--- src/rtl/bcd_updown_counter_n_if.sv ---
// Control and status bundle for the packed-BCD up/down counter.
// The master drives the step/load controls; the slave returns count and boundary events.
interface bcd_updown_counter_n_if #(
  parameter int unsigned W = 12
) ();
  logic         en;
  logic         up;
  logic [1:0]   mode;
  logic         load;
  logic [W-1:0] load_val;
  logic [W-1:0] count;
  logic         dir;
  logic         tc;
  logic         load_err;

  modport master (
    output en, up, mode, load, load_val,
    input  count, dir, tc, load_err
  );

  modport slave (
    input  en, up, mode, load, load_val,
    output count, dir, tc, load_err
  );
endinterface

--- src/rtl/bcd_updown_counter_n.sv ---
// N-digit packed-BCD up/down counter with a programmable top value, synchronous load
// and wrap / saturate / ping-pong run modes.
module bcd_updown_counter_n #(
  parameter int unsigned         DIGITS    = 3,
  parameter logic [4*DIGITS-1:0] MAX_VAL   = {DIGITS{4'h9}},
  parameter logic [4*DIGITS-1:0] RESET_VAL = '0
) (
  input  logic                 clk,
  input  logic                 rst,
  bcd_updown_counter_n_if.slave bus_io
);

  localparam int unsigned W        = 4 * DIGITS;
  localparam logic [W-1:0] ZeroVal = '0;
  localparam logic [1:0]  ModeSat  = 2'b01;
  localparam logic [1:0]  ModePing = 2'b10;

  logic [W-1:0] count_q, count_d;
  logic         dir_q, dir_d;
  logic         tc_q, tc_d;
  logic         load_err_q, load_err_d;

  logic [W-1:0] count_inc, count_dec;
  logic         at_max, at_zero, load_ok, ping;

  function automatic logic [W-1:0] bcd_inc(input logic [W-1:0] v);
    logic [W-1:0] r;
    logic         c;
    r = v;
    c = 1'b1;
    for (int unsigned i = 0; i < DIGITS; i++) begin
      if (c) begin
        if (v[4*i +: 4] == 4'd9) begin
          r[4*i +: 4] = 4'd0;
        end else begin
          r[4*i +: 4] = v[4*i +: 4] + 4'd1;
          c = 1'b0;
        end
      end
    end
    return r;
  endfunction

  function automatic logic [W-1:0] bcd_dec(input logic [W-1:0] v);
    logic [W-1:0] r;
    logic         b;
    r = v;
    b = 1'b1;
    for (int unsigned i = 0; i < DIGITS; i++) begin
      if (b) begin
        if (v[4*i +: 4] == 4'd0) begin
          r[4*i +: 4] = 4'd9;
        end else begin
          r[4*i +: 4] = v[4*i +: 4] - 4'd1;
          b = 1'b0;
        end
      end
    end
    return r;
  endfunction

  function automatic logic bcd_valid(input logic [W-1:0] v);
    logic ok;
    ok = 1'b1;
    for (int unsigned i = 0; i < DIGITS; i++) begin
      if (v[4*i +: 4] > 4'd9) ok = 1'b0;
    end
    return ok;
  endfunction

  assign count_inc = bcd_inc(count_q);
  assign count_dec = bcd_dec(count_q);
  assign at_max    = (count_q == MAX_VAL);
  assign at_zero   = (count_q == ZeroVal);
  assign ping      = (bus_io.mode == ModePing);
  // Valid BCD orders the same as binary, so a plain magnitude compare is enough.
  assign load_ok   = bcd_valid(bus_io.load_val) && (bus_io.load_val <= MAX_VAL);

  always_comb begin
    count_d    = count_q;
    dir_d      = dir_q;
    tc_d       = 1'b0;
    load_err_d = 1'b0;

    // Tracking up outside ping-pong lets ping-pong resume in the last requested direction.
    if (!ping) dir_d = bus_io.up;

    if (bus_io.load) begin
      if (load_ok) begin
        count_d = bus_io.load_val;
        if (ping) begin
          if (bus_io.load_val == MAX_VAL) begin
            dir_d = 1'b0;
          end else if (bus_io.load_val == ZeroVal) begin
            dir_d = 1'b1;
          end
        end
      end else begin
        load_err_d = 1'b1;
      end
    end else if (bus_io.en) begin
      if (ping) begin
        if (dir_q) begin
          if (at_max) begin
            count_d = count_dec;
            dir_d   = 1'b0;
          end else begin
            count_d = count_inc;
            if (count_inc == MAX_VAL) begin
              dir_d = 1'b0;
              tc_d  = 1'b1;
            end
          end
        end else begin
          if (at_zero) begin
            count_d = count_inc;
            dir_d   = 1'b1;
          end else begin
            count_d = count_dec;
            if (count_dec == ZeroVal) begin
              dir_d = 1'b1;
              tc_d  = 1'b1;
            end
          end
        end
      end else if (bus_io.mode == ModeSat) begin
        if (bus_io.up) begin
          if (at_max) begin
            tc_d = 1'b1;
          end else begin
            count_d = count_inc;
            tc_d    = (count_inc == MAX_VAL);
          end
        end else begin
          if (at_zero) begin
            tc_d = 1'b1;
          end else begin
            count_d = count_dec;
            tc_d    = (count_dec == ZeroVal);
          end
        end
      end else begin
        // Wrap mode; mode 11 lands here as well.
        if (bus_io.up) begin
          if (at_max) begin
            count_d = ZeroVal;
            tc_d    = 1'b1;
          end else begin
            count_d = count_inc;
          end
        end else begin
          if (at_zero) begin
            count_d = MAX_VAL;
            tc_d    = 1'b1;
          end else begin
            count_d = count_dec;
          end
        end
      end
    end
  end

  always_ff @(posedge clk) begin
    if (rst) begin
      count_q    <= RESET_VAL;
      dir_q      <= 1'b1;
      tc_q       <= 1'b0;
      load_err_q <= 1'b0;
    end else begin
      count_q    <= count_d;
      dir_q      <= dir_d;
      tc_q       <= tc_d;
      load_err_q <= load_err_d;
    end
  end

  assign bus_io.count    = count_q;
  assign bus_io.dir      = ping ? dir_q : bus_io.up;
  assign bus_io.tc       = tc_q;
  assign bus_io.load_err = load_err_q;

endmodule
--- src/flat_wrapper.sv ---
// flat-port wrapper written by rule: the top's interface ports become plain ports
module bcd_updown_counter_n_flat 
#(
  parameter int unsigned         DIGITS    = 3,
  parameter logic [4*DIGITS-1:0] MAX_VAL   = {DIGITS{4'h9}},
  parameter logic [4*DIGITS-1:0] RESET_VAL = '0
)
  (clk, rst, bus_io_en, bus_io_up, bus_io_mode, bus_io_load, bus_io_load_val, bus_io_count, bus_io_dir, bus_io_tc, bus_io_load_err);
  bcd_updown_counter_n_if bus_io_i ();
  input  logic clk;
  input  logic rst;
  input wire logic [$bits(bus_io_i.en)-1:0] bus_io_en;
  input wire logic [$bits(bus_io_i.up)-1:0] bus_io_up;
  input wire logic [$bits(bus_io_i.mode)-1:0] bus_io_mode;
  input wire logic [$bits(bus_io_i.load)-1:0] bus_io_load;
  input wire logic [$bits(bus_io_i.load_val)-1:0] bus_io_load_val;
  output wire logic [$bits(bus_io_i.count)-1:0] bus_io_count;
  output wire logic [$bits(bus_io_i.dir)-1:0] bus_io_dir;
  output wire logic [$bits(bus_io_i.tc)-1:0] bus_io_tc;
  output wire logic [$bits(bus_io_i.load_err)-1:0] bus_io_load_err;
  assign bus_io_i.en = bus_io_en;
  assign bus_io_i.up = bus_io_up;
  assign bus_io_i.mode = bus_io_mode;
  assign bus_io_i.load = bus_io_load;
  assign bus_io_i.load_val = bus_io_load_val;
  assign bus_io_count = bus_io_i.count;
  assign bus_io_dir = bus_io_i.dir;
  assign bus_io_tc = bus_io_i.tc;
  assign bus_io_load_err = bus_io_i.load_err;
  bcd_updown_counter_n #(.DIGITS(DIGITS), .MAX_VAL(MAX_VAL), .RESET_VAL(RESET_VAL)) u_core (.clk(clk), .rst(rst), .bus_io(bus_io_i));
endmodule
--- config.mk ---
export PLATFORM = sky130hd
export DESIGN_NAME = bcd_updown_counter_n_flat
export DESIGN_NICKNAME = d
export VERILOG_FILES = /design/src/rtl/bcd_updown_counter_n_if.sv /design/src/rtl/bcd_updown_counter_n.sv /design/src/flat_wrapper.sv
export SDC_FILE = /design/constraint.sdc
export NUM_CORES = 1
export LEC_CHECK = 0
export CAP_MARGIN = 20
export CORE_MARGIN = 5
export CORE_UTILIZATION = 50
export CTS_CLUSTER_DIAMETER = 30
export DETAILED_ROUTE_END_ITERATION = 16
export GPL_ROUTABILITY_DRIVEN = 0
export PLACE_DENSITY = 0.77
export SYNTH_ARGS = -nofsm -noshare
export SYNTH_HDL_FRONTEND = slang
export SYNTH_SLANG_ARGS = --single-unit
export TNS_END_PERCENT = 100
--- constraint.sdc ---
create_clock -name clk -period 5.16 [get_ports clk]
set_input_delay 1.032 -clock clk [delete_from_list [all_inputs] [get_ports clk]]
set_output_delay 1.032 -clock clk [all_outputs]
set_load 0.03 [all_outputs]
==> results by group, run 1 <==
STA
  • Period utilisation layout: 0.802
  • Slew Viols, Final: 0
  • Slew @ Worst Pin: between 0.7 and 0.8 ns
  • RSZ-0062 raised after global routing: false
  • Setup tns final: 0 ns
  • Final Hold Vio Count: 0
  • Tmin final: between 4 and 5 ns
  • Final number of setup-violating endpoints: 0
  • Max frequency: 242 MHz
  • Rel. slew slack: 0.472
  • Fin Clk Skew: approximately 0.0038 ns

Placed design
  • # port buffers: 33
  • Dpl cell area: ~0.0021 mm^2
  • DP HPWL: roughly 4.0 mm

Logic synthesis
  • Synth Register Bits: 15
  • Area leader, netlist: dfxtp_1
  • Top_reg_cell synth: dfxtp_1
  • Seq/Total Area, Yosys: 0.162
  • Synth Cell Area: 0.00186 mm^2
  • Top post-synthesis cells by area: dfxtp_1 16%, nand2_1 6.1%, o21ai_0 5.7%
  • Synth Area per Inst: 7.06 um^2
  • Synth Warn #: 0
  • Synthesized Nets: 282
  • Mapped Cells: roughly 260
  • Ys async rst share: 0
  • EDFF count, synth: 0
  • Share of the synthesized area in the top cell type: 0.162
  • Synth cell types: 63

Routing
  • Initial DRT Pass Iterations: 5
  • DR iter-0 viols: between 300 and 400
  • Number of routed nets with antenna violations: 0
  • DRC: 0
  • Wire per inst: between 15 and 20 um
  • DR vias/cell: around 6.6
  • DRT Wirelength: between 5 and 6 mm
  • Via count: 2127

Clock network
  • Cts bufs inserted: 3
  • # H-tree levels: 1
  • Clock root cell: clkbuf_8
  • Post_cts resized: 0
  • TritonCTS clock tree: done
  • Clk_lat worst skew: about 0.25 ns
  • Clock Pin Slew Worst Setup and Hold Paths: ~0.070 ns
  • Setup repair bufs after CTS: 0
  • CTS Buffer Depth: 2
  • CTS Hold Bufs: 0
  • Clock Sinks: 15

Floorplanning
  • # rows: 22
  • Die area: between 0.005 and 0.006 mm^2
  • Die X: roughly 70 um
  • Initial Util: 0.511
  • Die Ht: approximately 71 um
  • IO Count: 34
  • Core Area: ~0.0036 mm^2

Pwr
  • Leak Pwr: ~0.75 nW
  • Worst vdd ir: about 0.00011 V
  • Pwr dens: 210 mW/mm^2

Finish
  • Antenna Cells: 0
  • Nets: just under 300
  • Share of cells above drive strength 1: 0.0688
  • Fill cells: 345
  • Final instance area: approximately 0.0022 mm^2
  • P&R area growth vs syn: 17.2%

Worst hold path
  • Hold crit path type: flop to flop

Global route
  • Total grt overflow: 0
  • First-pass GRT wire length: 9.12 mm
  • Initial antenna violation count: 0
  • GRT Util Overall: 0.216
  • Vias in the first global route: ~1900
  • Largest net degree at the start of global routing: 21

Setup path
  • Critical path capture point type: output port
  • Slowest stage delay, CP: 0.67 ns
  • Kind of critical path: input port to output port
  • Startpoint types: input port
  • Critical-path maximum fanout: 9
  • CP Data Arrival Time: ~3.1 ns
  • Internal reg-to-reg setup slack: roughly 2.1 ns
  • Critical path cell sequence: clkdlybuf4s50_1, nor2b_1, nand2_1, nand2_1, clkdlybuf4s50_1
  • Req. time, crit path: between 4 and 5 ns
  • CP bufs+invs: 2
  • Top delay family on crit path: buffers and inverters
  • Worst path slowest cell: clkdlybuf4s50_1

Job
  • Max Cap Viol: 0

Outcome
  • Status: completed
[registers in the layout (all words and copies together), names as in the netlist]
| signal | cells |
|---|---|
| u_core.bus_io.count | 12 |
| u_core.bus_io.load_err | 1 |
| u_core.bus_io.tc | 1 |
| u_core.dir_q | 1 |
[layout by cell type (no fill, tap or decap), types with 5 or more instances in the layout]
cell type        instances
dfxtp_1                 15
o21ai_0                 21
nor2b_1                 12
nand3_1                 11
nand2_1                 30
o211ai_1                 6
inv_1                    6
a21oi_1                 11
nor4_1                   5
nor3_1                   5
nor2_1                  22
a211oi_1                 5
clkdlybuf4s50_1         33
[layer usage]
| metal | GRT usage | part of all wire |
|---|---|---|
| met1 | 0.316 | 0.44 |
| met5 | 0 | 0 |
| met3 | 0.0256 | 0.098 |
| met4 | 0.0605 | 0.020 |
| met2 | 0.332 | 0.44 |
[synth_stat cells, drive strengths merged (2+ instances only)]
library cell,number
maj3,2
a21o,2
buf,13
and3,2
nand3b,2
a31oi,4
a211o,2
o211ai,6
nor3,6
o21ai,22
nor4bb,4
a311oi,2
and4b,3
xnor2,3
nor2b,12
o31ai,3
nor2,22
a21boi,2
or3,2
mux2i,2
nand4,4
nand2b,3
a32oi,2
a22oi,4
clkbuf,12
a21oi,12
or4,5
inv,6
and2,3
nor4,5
o41ai,2
mux2,3
o211a,4
nand2,30
a211oi,5
nor3b,3
o311ai,4
nand3,11
o2bb2ai,2
dfxtp,15
[cells by family (layout without fill, tap and decap cells)]
group,Yosys count,in the layout,share of synthesized area
mux,5,5,0.0290
flops,15,15,0.162
simple gates,121,121,0.359
fa+ha+maj,2,2,0.0108
compound gates,85,85,0.343
buf+inv,32,45,0.0816
xor+xnor,3,3,0.0142
[metrics by stage]
stage          total power [W]  utilization  hold slack (ns)  instances  worst slack [ns]
2_1_floorplan         0.000297            -            0.562        263              2.06
3_3_place_gp          0.000352        0.586            0.594        320              1.12
4_1_cts               0.000453        0.598            0.612        324              1.07
5_1_grt               0.000482        0.598            0.680        324             0.946
3_5_place_dp          0.000354        0.586            0.602        320              1.08
6_report              0.000456        0.598            0.614        324              1.02
[cell type report]
class,count,area [um^2],area share
Timing Repair Buffer,34,338,0.155
Sequential cell,15,300,0.138
Multi-Input combinational cell,216,1400,0.646
Tap cell,48,60.1,0.0276
Clock inverter,1,5.00,0.00230
Inverter,7,26.3,0.0121
Clock buffer,3,41.3,0.0190
[power by group]
group	switching [W]	internal (W)	total (W)
registers	0.0000269	0.000124	0.000151
clock network	0.0000464	0.0000535	0.0000999
logic	0.000118	0.0000863	0.000205
total	0.000192	0.000264	0.000456
[worst paths after layout]
check                                   endpoint  cells past startpoint                                 from
min reg2reg  u_core.bus_io.count[7]$_SDFFE_PP0P_                      2  u_core.bus_io.count[7]$_SDFFE_PP0P_
max reg2reg  u_core.bus_io.count[4]$_SDFFE_PP0P_                      7  u_core.bus_io.count[4]$_SDFFE_PP0P_
min          u_core.bus_io.count[7]$_SDFFE_PP0P_                      2  u_core.bus_io.count[7]$_SDFFE_PP0P_
max                                   bus_io_dir                      5                       bus_io_mode[1]
[worst reg2reg max path, cell delays in order, from the launching register on]
cell and delay [ns]:
dfxtp_1 0.58, nor4bb_1 0.65, and4b_1 0.42, a211o_2 0.26, inv_1 0.08, nor2_1 0.62, nand2_1 0.12, a211oi_1 0.21
No activity file was read; power rests on OpenSTA's default activity.
==> run 2, diff against run 1 <==
==> constraint.sdc (replaced) <==
create_clock -name clk -period 3.9 [get_ports clk]
set_input_delay 0.78 -clock clk [delete_from_list [all_inputs] [get_ports clk]]
set_output_delay 0.78 -clock clk [all_outputs]
set_load 0.03 [all_outputs]
==> run 2 against run 1 <==
  * Routed wire length grew 5.0%
  * Sequential power grew 34%
  * Register-to-register slack lost 1.3 ns
  * Final area grew 1.7%
  * Core utilization grew 1.0 points
  * Die area is the same
  * Non-clock buffer count grew 5
  * First-iteration DRC count shrank 30%
  * Flip-flop and latch count is the same
  * Critical path type unchanged
==> results by group, run 2 (synthesized netlist as in run 1, its figures left out) <==
Floorplanning
  • Die Ht: 70.9 um (unchanged)
  • Die area: 0.00503 mm^2 (unchanged)
  • Core Area: 0.00363 mm^2 (unchanged)
  • Initial Util: 0.511 (unchanged)
  • # rows: 22 (unchanged)
  • IO Count: 34 (unchanged)
  • Die X: 70.9 um (unchanged)

Global route
  • Total grt overflow: 0 (unchanged)
  • Initial antenna violation count: 0 (unchanged)
  • Largest net degree at the start of global routing: 21 (unchanged)
  • Vias in the first global route: 2000 (was 1905)
  • First-pass GRT wire length: 9.43 mm (was 9.12 mm)
  • GRT Util Overall: 0.227 (was 0.216)

STA
  • Slew @ Worst Pin: 0.809 ns (was 0.789 ns)
  • Fin Clk Skew: 0.00166 ns (was 0.00375 ns)
  • Max frequency: about 280 MHz
  • Slew Viols, Final: 0 (unchanged)
  • Final Hold Vio Count: 0 (unchanged)
  • RSZ-0062 raised after global routing: false (unchanged)
  • Setup tns final: 0 ns (unchanged)
  • Tmin final: around 3.6 ns
  • Final number of setup-violating endpoints: 0 (unchanged)
  • Period utilisation layout: 0.930
  • Rel. slew slack: 0.453 (was 0.472)

Finish
  • Max reg flops: 12 (unchanged)
  • Fill cells: 361 (was 345)
  • Most common cell after layout, fill and taps aside: clkdlybuf4s50_1 (unchanged)
  • Most frequent cells in the layout: 33 x clkdlybuf4s50_1, 30 x nand2_1, 22 x nor2_1 (unchanged)
  • Antenna Cells: 0 (unchanged)
  • Share of cells above drive strength 1: 0.0819 (was 0.0688)
  • Nets: 301 (was 296)
  • Final instance area: 0.00221 mm^2 (was 0.00217 mm^2)
  • P&R area growth vs syn: 19.2% (was 17.2%)

Placed design
  • DP HPWL: 4.15 mm (was 3.98 mm)
  • # port buffers: 33 (unchanged)
  • Dpl cell area: 0.00217 mm^2 (was 0.00213 mm^2)

Setup path
  • Req. time, crit path: 3.12 ns (was 4.13 ns)
  • Reg2reg start: u_core.bus_io.count[7]$_SDFFE_PP0P_ (was u_core.bus_io.count[4]$_SDFFE_PP0P_)
  • Critical-path maximum fanout: 9 (unchanged)
  • Crit. Startpoint: bus_io_mode[1] (unchanged)
  • CP Data Arrival Time: 2.85 ns (was 3.11 ns)
  • Startpoint types: input port (unchanged)
  • Kind of critical path: input port to output port (unchanged)
  • Critical path capture point type: output port (unchanged)

Clock network
  • Clock Pin Slew Worst Setup and Hold Paths: 0.06 ns (was 0.07 ns)
  • # H-tree levels: 1 (unchanged)
  • Clock Sinks: 15 (unchanged)
  • CTS Hold Bufs: 0 (unchanged)
  • CTS Buffer Depth: 2 (unchanged)
  • TritonCTS clock tree: done (unchanged)
  • Setup repair bufs after CTS: 0 (unchanged)
  • Post_cts resized: 0 (unchanged)
  • Cts bufs inserted: 3 (unchanged)
  • Clock root cell: clkbuf_8 (unchanged)
  • Clk_lat worst skew: 0.25 ns (about the same)

Pwr
  • Leak Pwr: 0.771 nW (was 0.750 nW)
  • Worst vdd ir: 0.000173 V (was 0.000115 V)
  • Pwr dens: 277 mW/mm^2 (was 210 mW/mm^2)

Routing
  • DR iter-0 viols: 225 (was 322)
  • DRC: 0 (unchanged)
  • Initial DRT Pass Iterations: 5 (unchanged)
  • DR vias/cell: 6.56 (about the same)
  • Number of routed nets with antenna violations: 0 (unchanged)
  • DRT Wirelength: 5.72 mm (was 5.45 mm)
  • Via count: 2157 (was 2127)
  • Wire per inst: 17.4 um (was 16.8 um)

Job
  • Max Cap Viol: 0 (unchanged)

Worst hold path
  • Hold Startpoint: u_core.bus_io.count[7]$_SDFFE_PP0P_ (unchanged)
  • Hold crit path type: flop to flop (unchanged)

Outcome
  • Status: completed (unchanged)
run 2: layout make-up:
class,count,area (um^2),share of cell area
Timing Repair Buffer,39,375,0.170
Tap cell,48,60.1,0.0272
Inverter,7,26.3,0.0119
Sequential cell,15,300,0.136
Multi-Input combinational cell,216,1400,0.635
Clock buffer,4,45.0,0.0204
run 2: per-layer routing:
| metal | track usage | part of all wire |
|---|---|---|
| met5 | 0 | 0 |
| met2 | 0.342 | 0.43 |
| met4 | 0.0898 | 0.026 |
| met1 | 0.314 | 0.45 |
| met3 | 0.0469 | 0.094 |
run 2: path summary, 6_finish.rpt:
path / slack, ns / depth (start not counted) / endpoint
worst max-delay path: 0.27 / 5 / bus_io_dir
worst min-delay path: 0.62 / 2 / u_core.bus_io.count[7]$_SDFFE_PP0P_
worst max register to register: 0.86 / 7 / u_core.bus_io.count[5]$_SDFFE_PP0P_
worst min register to register: 0.62 / 2 / u_core.bus_io.count[7]$_SDFFE_PP0P_
run 2: through the flow:
step	setup slack [ns]	hold WS, ns	util	std cells	total power, W
global placement	0.372	0.595	0.596	325	0.000472
global route	0.193	0.647	0.608	329	0.000641
floorplan	1.30	0.562	-	263	0.000394
CTS	0.306	0.611	0.608	329	0.000606
finish	0.274	0.616	0.608	329	0.000612
detailed placement	0.322	0.600	0.596	325	0.000475
run 2: worst max-delay path, cell delays in order:
cell and delay (ns):
clkdlybuf4s50_1 0.61, nor2b_1 0.46, nand2_1 0.22, nand2_1 0.10, clkdlybuf4s50_1 0.67
run 2: report_power, final:
part	total [W]	internal (W)	switching, W
clock	0.000133	0.0000725	0.0000605
sequential	0.000202	0.000165	0.0000376
combinational	0.000276	0.000118	0.000158
total	0.000612	0.000355	0.000256
